--- src/rtl/led_phy_tx.sv ---
//----------------------------------------------------------------------------
// led_phy_tx
//
// Reads one frame of pixels from the LED frame FIFO and drives them onto a
// WS2812-style single-wire NRZ line.
//
// Frame sequence:
//   1. send_start begins a frame.
//   2. PIX_NUM 12-bit {B,G,R} nibble entries are popped from the FIFO.
//   3. Each entry is expanded to a 24-bit word in G,R,B order.
//   4. The word is sent MSB first.
//   5. The frame ends with a TRST-cycle low latch period and a done pulse.
//
// Timing at pixel boundaries: the FIFO pop (RD) and data capture (LOAD)
// cycles come out of the low time of the previous pixel's last bit. Every
// bit period is therefore exactly TxH+TxL.
//
// Optional feature (compile-time macro LED_TX_GAMMA_EN):
//   undefined : X8 = {X4, X4}        (nibble replicate)
//   defined   : X8 = X4*X4 + X4      (square-law gamma)
//
// Ports:
//   clk         in   clock
//   rstn        in   asynchronous active-low reset
//   send_start  in   one-cycle frame start request (ignored unless idle)
//   fifo_dout   in   [3:0]=R [7:4]=G [11:8]=B, valid the cycle after rd_en
//   fifo_empty  in   FIFO empty flag
//   rd_en       out  FIFO pop, one cycle per pixel
//   led_dout    out  registered serial LED line
//   busy        out  high in every state except IDLE
//   done        out  one-cycle pulse on the last latch cycle
//   uflow       out  one-cycle pulse when the FIFO is empty at a pop point
//----------------------------------------------------------------------------
module led_phy_tx #(
    parameter int PIX_NUM = 47,
    parameter int T0H     = 20,
    parameter int T0L     = 42,
    parameter int T1H     = 40,
    parameter int T1L     = 22,
    parameter int TRST    = 3000,
    parameter int CW      = 12
) (
    input  logic        clk,
    input  logic        rstn,
    input  logic        send_start,
    input  logic [11:0] fifo_dout,
    input  logic        fifo_empty,
    output logic        rd_en,
    output logic        led_dout,
    output logic        busy,
    output logic        done,
    output logic        uflow
);

    localparam int PW = $clog2(PIX_NUM + 1);

    typedef enum logic [2:0] {
        IDLE,
        RD,
        LOAD,
        HIGH,
        LOW,
        LATCH
    } state_t;

    state_t         state_q, state_d;
    logic [CW-1:0]  cnt;
    logic [23:0]    shift_reg;
    logic [4:0]     bit_idx;
    logic [PW-1:0]  pix_cnt;

    logic           cur_bit;
    logic           last_bit;
    logic           more_pix;
    logic           phase_end;
    logic [CW-1:0]  hi_len;
    logic [CW-1:0]  lo_len;

    // Nibble to 8-bit channel expansion.
    function automatic logic [7:0] expand(input logic [3:0] x);
        logic [7:0] x8;
        x8 = {4'h0, x};
`ifdef LED_TX_GAMMA_EN
        return x8 * x8 + x8;
`else
        return {x, x};
`endif
    endfunction

    // Phase lengths for the bit currently at the head of the shift register.
    // The last bit of a pixel that is followed by another pixel loses two low
    // cycles; RD and LOAD fill them so the bit period stays constant.
    always_comb begin
        // NOTE: every combinational output gets a default before any branch;
        // a path that leaves a signal unassigned would infer a latch.
        cur_bit   = shift_reg[23];
        last_bit  = (bit_idx == 5'd0);
        more_pix  = (pix_cnt < PW'(PIX_NUM));
        hi_len    = cur_bit ? CW'(T1H) : CW'(T0H);
        lo_len    = cur_bit ? CW'(T1L) : CW'(T0L);
        if (last_bit && more_pix) begin
            lo_len = cur_bit ? CW'(T1L - 2) : CW'(T0L - 2);
        end
        phase_end = 1'b0;
        case (state_q)
            HIGH:    phase_end = (cnt == hi_len - CW'(1));
            LOW:     phase_end = (cnt == lo_len - CW'(1));
            LATCH:   phase_end = (cnt == CW'(TRST - 1));
            default: phase_end = 1'b0;
        endcase
    end

    // Next state and strobe outputs.
    always_comb begin
        state_d = state_q;
        rd_en   = 1'b0;
        uflow   = 1'b0;
        done    = 1'b0;
        case (state_q)
            IDLE: begin
                if (send_start) begin
                    state_d = RD;
                end
            end
            RD: begin
                if (fifo_empty) begin
                    uflow   = 1'b1;
                    state_d = LATCH;
                end else begin
                    rd_en   = 1'b1;
                    state_d = LOAD;
                end
            end
            LOAD: begin
                state_d = HIGH;
            end
            HIGH: begin
                if (phase_end) begin
                    state_d = LOW;
                end
            end
            LOW: begin
                if (phase_end) begin
                    if (!last_bit) begin
                        state_d = HIGH;
                    end else if (more_pix) begin
                        state_d = RD;
                    end else begin
                        state_d = LATCH;
                    end
                end
            end
            LATCH: begin
                if (phase_end) begin
                    done    = 1'b1;
                    state_d = IDLE;
                end
            end
            default: begin
                state_d = IDLE;
            end
        endcase
    end

    assign busy = (state_q != IDLE);

    // NOTE: all sequential state uses non-blocking assignments so every
    // register samples pre-edge values regardless of statement order.
    always_ff @(posedge clk or negedge rstn) begin
        if (!rstn) begin
            state_q   <= IDLE;
            cnt       <= '0;
            shift_reg <= '0;
            bit_idx   <= '0;
            pix_cnt   <= '0;
            led_dout  <= 1'b0;
        end else begin
            state_q <= state_d;

            // The phase timer restarts on every state change.
            if (state_d != state_q) begin
                cnt <= '0;
            end else if (state_q == HIGH || state_q == LOW || state_q == LATCH) begin
                cnt <= cnt + CW'(1);
            end

            // Registered line: high exactly while the FSM is in HIGH.
            led_dout <= (state_d == HIGH);

            case (state_q)
                LOAD: begin
                    shift_reg <= {expand(fifo_dout[7:4]),
                                  expand(fifo_dout[3:0]),
                                  expand(fifo_dout[11:8])};
                    bit_idx   <= 5'd23;
                    pix_cnt   <= pix_cnt + PW'(1);
                end
                LOW: begin
                    if (phase_end && !last_bit) begin
                        shift_reg <= {shift_reg[22:0], 1'b0};
                        bit_idx   <= bit_idx - 5'd1;
                    end
                end
                LATCH: begin
                    if (phase_end) begin
                        pix_cnt <= '0;
                    end
                end
                default: begin
                end
            endcase
        end
    end

endmodule

--- config.mk ---
export PLATFORM = sky130hd
export DESIGN_NAME = led_phy_tx
export DESIGN_NICKNAME = d
export VERILOG_FILES = /design/src/rtl/led_phy_tx.sv
export SDC_FILE = /design/constraint.sdc
export NUM_CORES = 1
export LEC_CHECK = 0
export CAP_MARGIN = 10
export CELL_PAD_IN_SITES_DETAIL_PLACEMENT = 1
export CELL_PAD_IN_SITES_GLOBAL_PLACEMENT = 1
export CORE_UTILIZATION = 40
export DETAILED_ROUTE_END_ITERATION = 8
export PLACE_DENSITY = 0.81
export REMOVE_ABC_BUFFERS = 1
export SYNTH_ARGS = -nofsm -noshare
export SYNTH_HDL_FRONTEND = slang
export SYNTH_SLANG_ARGS = --single-unit
export TNS_END_PERCENT = 100
--- constraint.sdc ---
create_clock -name clk -period 4.4 [get_ports clk]
set_clock_uncertainty 0.05 [all_clocks]
set_input_delay 0.88 -clock clk [delete_from_list [all_inputs] [get_ports clk]]
set_output_delay 0.88 -clock clk [all_outputs]
set_load 0.01 [all_outputs]
# After elaboration in Yosys (flattened, before gate mapping)
# Cells that the tools add are included.
[word_totals]
output_inout_bits = 5
wordCells = 64
ff_bits = 51
[classes]
order_cmp = 1
add_sub_neg = 5
reduce_logical = 13
n_mux = 27
n_eq_ne = 12
[op_table]
columns = ["cell", "n"]
rows = [
  ["24-bit case mux with 2 select lines", 1],
  ["6-bit 2-to-1 mux", 5],
  ["12-bit == test", 2],
  ["12-bit 2-to-1 mux", 2],
  ["24-bit 2-to-1 mux", 1],
  ["3-bit 2-to-1 mux", 7],
  ["3-bit case mux with 6 select lines", 1],
  ["12-bit by 1-bit adder with 12-bit output (second input constant)", 1],
  ["12-bit == test (second input constant)", 1],
  ["6-bit case mux with 2 select lines", 1],
  ["12-bit by 1-bit subtractor with 12-bit output (second input constant)", 1],
  ["5-bit case mux with 2 select lines", 1],
  ["3-bit by 2-bit == test with 1-bit output (second input constant)", 3],
  ["6-bit by 1-bit subtractor with 7-bit output (second input constant)", 1],
  ["6-bit by 1-bit adder with 6-bit output (second input constant)", 1],
  ["3-bit == test (second input constant)", 2],
  ["6-bit less-than comparator (second input constant)", 1],
  ["1-bit 2-to-1 mux", 6],
  ["2-bit nonzero test", 3],
  ["5-bit zero test", 1],
  ["5-bit 2-to-1 mux", 1],
  ["5-bit by 1-bit subtractor with 5-bit output (second input constant)", 1],
  ["2-bit AND reduction", 2],
  ["3-bit by 1-bit == test with 1-bit output (second input constant)", 1],
  ["9 further kinds", 11],
]

# Longest topological paths before layout
[depth]
depth_word = 10
mapped_depth = 13

# Worst setup path before layout
# Ideal clock, no wire load.
[synth_timing]
path_kind = "register to output"
from = "reg bit_idx[0]"
to = "out done"
required_time_ps = 3470
arrival_ps = 2621
path_stages_with_launch = 11
path_slack_ps = 849
n_path_buf = 0
path_cell_list = "dfrtp_1 inv_1 ha_1 nor4b_1 nand2_1 ha_1 nor2_1 mux2i_1 xor2_1 or3_1 nor4_1"
[synth_between]
elab_chain_len = 8
[synth_lines]
columns = ["element", "line_no", "source"]
rows = [
  ["start, declared", "69", "logic [4:0] bit_idx;"],
  ["start signal, assigned", "201", "bit_idx <= bit_idx - 5'd1;"],
  ["5-bit zero test", "97", "last_bit = (bit_idx == 5'd0);"],
  ["1-bit logical AND", "101", "if (last_bit && more_pix) begin"],
  ["6-bit 2-to-1 mux", "101", ""],
  ["12-bit by 1-bit subtractor with 12-bit output", "107", "LOW: phase_end = (cnt == lo_len - CW'(1));"],
  ["12-bit == test", "107", ""],
  ["1-bit case mux with 3 select lines", "105", "case (state_q)"],
  ["1-bit 2-to-1 mux", "154", "if (phase_end) begin"],
  ["1-bit 2-to-1 mux", "119", "case (state_q)"],
  ["end, declared", "51", "output logic done,"],
]
# Every way passes these cells.

# Final worst setup path
[layout_timing]
from = "reg pix_cnt[0]"
to = "out done"
[layout_between]
elab_chain_len = 8
[layout_lines]
columns = ["element", "line_no", "source"]
rows = [
  ["start, declared", "70", "logic [PW-1:0] pix_cnt;"],
  ["start signal, assigned", "196", "pix_cnt <= pix_cnt + PW'(1);"],
  ["6-bit less-than comparator", "98", "more_pix = (pix_cnt < PW'(PIX_NUM));"],
  ["1-bit logical AND", "101", ""],
  ["6-bit 2-to-1 mux", "101", ""],
  ["12-bit by 1-bit subtractor with 12-bit output", "107", ""],
  ["12-bit == test", "107", ""],
  ["1-bit case mux with 3 select lines", "105", ""],
  ["1-bit 2-to-1 mux", "154", ""],
  ["1-bit 2-to-1 mux", "119", ""],
]
# Every way passes these cells.

==> results.toml <==
[hold_path]
whs_endpoint = "shift_reg[5]$_DFFE_PN0P_"
hold_class = "reg2reg"
hold-path-cell-count = 2
hold_path_startpoint = "shift_reg[5]$_DFFE_PN0P_"

[logic_synthesis]
synth_top_area_cell = "dfrtp_1"
ys_warn_count = 0
ys.flop_type = "dfrtp_1"
synth.ff_latch_count = 51
synth_edf_count = 0
netlist_instances = 303
yosys.area.top_type_share_pct = 46.2
netlist_top_cells_area = "dfrtp_1 46%, nand2_1 7.5%, a21o_1 6.0%, a21oi_1 4.9%, xor2_1 3.8%"
ys_async_sr_fraction_pct = 100
avgSynthCellArea_um2 = 9.11
ys_types = 46
ys_seq_area_share_pct = 46.2
netlist_area_um2 = 2760

[cts]
cts_tree = "yes"
postCtsResizedCells = 2
path_clk_slew_ns = 0.10
cts_buffer_depth = 2
htreeDepth = 2
cts_hold_buf = 0
cts-root-buf = "clkbuf_8"
cts_sinks = 51
post_cts_buffers = 0
cts_made_buffers = 5
clock_latency_ns = 0.31

[placed_design]
gp_congestion = 0.747
io_buffers = 20
hpwlAfterDp_um = 4310

[final_layout]
layout-drive-gt1-share_pct = 7.79
antennaDiodeCount = 0
nets = 341
syn_to_final_growth_pct = 13.7
fill_cells = 753
largest_reg_flops = 24

[floorplan]
core_area_um2 = 6490
start_util_pct = 42.5
die_area_um2 = 7240
std_cell_rows = 29
fp.dieH_um = 85.1
io-pin-count = 21
fp.dieW_um = 85.1

[worst_setup_path]
cpMostUsedCell = "ha_1"
path_class = "reg2out"
rr_startpoint = "state_q[1]$_DFF_PN0_"
r2r-end = "state_q[1]$_DFF_PN0_"
r2r_slack_ns = 0.74
critical_path.cell_chain = "ha_1, and3_1, o21ai_2, nand2_1, ha_1, nor2_1, mux2i_1, xor2_1, or3_1, nor4_2, dlymetal6s2s_1"
slowest_delay_ns = 0.42
cp_data_arrival_time_ns = 2.96
crit_slowest_cell = "dfrtp_1"
crit_fanout = 4
end_kind = "output pin"
rr_worst_depth = 7
start_kind = "flop"
cp_data_required_time_ns = 3.47

[power_and_ir_drop]
p_sw_share_pct = 38.3
total_power_uw = 1630
p_per_area_nw_per_um2 = 518
comb_power_share_pct = 34.9
power.internal_uw = 1000
clockPowerShare_pct = 17.4
p_seq_share_pct = 47.8
p_switching_uw = 622
power.leakage_uw = 0.00141
peakVddDrop_mv = 0.267

[grt]
grt.total_usage_pct = 18.8
use_met3_pct = 3.40
antenna_found_initial = 0
busiest_layer = "met2"
grtUsageMet2_pct = 31.9
grt_max_degree = 52
grt_first_pass_wirelength_um = 10700
use_met1_pct = 23.6
grt_pass1_vias = 2324
grt_overflow = 0

[sta]
tightest_slew_ns = 1.06
final.setup.tns_ns = 0
min_period_over_period_pct = 88.3
hold_viol = 0
finalCriticalPeriod_ns = 3.89
rsz0062_at_grt = "no"
maxSlewViolCount = 0
max_slew_margin_pct = 29.5
fmax_ghz = 0.257
setup_viol_count_final = 0

[drt]
ant_nets = 0
vias = 2198
drcViolationCount = 0
drtPass1Iterations = 4
wire_per_inst_um = 15.4
via_per_inst = 5.52
first_iter_violations = 83
wl_um = 6130

[status]
outcome = "complete, no violations"

[run]
max_cap_violations = 0
## placed cells by master (no fill, tap or decap), drive strengths merged, types with 2 or more instances in the layout
master	instances
ha	5
clkdlybuf4s50	18
nor3	4
nor2	27
nor4	2
buf	6
nand3	8
clkbuf	5
mux2i	4
clkinvlp	2
nor3b	3
or3	3
and3	2
nor2b	5
nand4	7
nor4b	2
inv	7
nand3b	3
a21o	22
a21oi	28
o21ai	12
nand2	55
xnor2	9
xor2	12
dfrtp	51
## how the worst max path moves through the flow
stage,from,endpoint,slack (ns),depth (start not counted)
finish,pix_cnt[0]$_DFFE_PN0P_,done,0.51,11
global route,pix_cnt[0]$_DFFE_PN0P_,done,0.34,11
CTS,pix_cnt[0]$_DFFE_PN0P_,done,0.02,11
detailed placement,pix_cnt[0]$_DFFE_PN0P_,done,0.23,11
global placement,pix_cnt[0]$_DFFE_PN0P_,done,0.33,11
floorplan,bit_idx[0]$_DFFE_PN0P_,done,0.83,10
## synthesized netlist by cell type (all sizes together) (4+ instances only)
library cell and count:
inv 6, nand3 8, a21oi 28, mux2i 4, nand2 55, nor3 4, nand4 7, o21ai 12
nor2 27, xor2 12, buf 6, a21o 22, dfrtp 51, clkbuf 9, xnor2 9, nor2b 5
ha 5
## critical path: cells and delay by family (launching register included)
kind | cells | cell delay [ns]
compound gates | 1 | 0.17
xor+xnor | 1 | 0.20
fa+ha+maj | 2 | 0.52
buf+inv | 1 | 0.20
flops | 1 | 0.42
mux | 1 | 0.09
simple gates | 5 | 1.06
## area by class of cell
type	instances	area (um^2)	share of cell area [%]
Clock buffer	5	68.8	2.19
Clock inverter	3	23.8	0.757
Timing Repair Buffer	25	235	7.49
Inverter	6	22.5	0.717
Multi-Input combinational cell	231	1420	45.1
Tap cell	77	96.3	3.07
Sequential cell	51	1280	40.7
## logic make-up (layout without fill, tap and decap cells)
family / count (synthesis) / count (layout) / synth area share, %
simple gates: 128 / 128 / 23.0
mux: 5 / 5 / 1.86
flops: 51 / 51 / 46.2
buf+inv: 21 / 39 / 3.08
compound gates: 72 / 72 / 16.9
xor+xnor: 21 / 21 / 6.66
fa+ha+maj: 5 / 5 / 2.27
## power by group through the flow
stage          clock [uW]  combinational [uW]  sequential [uW]
2_1_floorplan           0                 409              755
3_3_place_gp            0                 548              773
3_5_place_dp            0                 575              784
4_1_cts               296                 578              775
5_1_grt               310                 642              803
6_report              282                 567              776
## metrics by stage
step / cell area [um^2] / util, % / setup WS [ns] / hold slack [ns] / instances
2_1_floorplan: 2700 / - / 0.833 / 0.399 / 288
3_3_place_gp: 3030 / 46.6 / 0.335 / 0.408 / 390
3_5_place_dp: 3030 / 46.6 / 0.234 / 0.416 / 390
4_1_cts: 3130 / 48.1 / 0.0177 / 0.439 / 398
5_1_grt: 3140 / 48.3 / 0.344 / 0.464 / 398
6_report: 3140 / 48.3 / 0.514 / 0.438 / 398
## per-layer routing
metal | part of all wire, % | vias to the layer above
met1 | 47 | 1091
met2 | 49 | 23
met5 | 0 | -
met3 | 2.6 | 5
li1 | - | 1079
met4 | 1.4 | 0
Power figures use the tool's default switching activity.
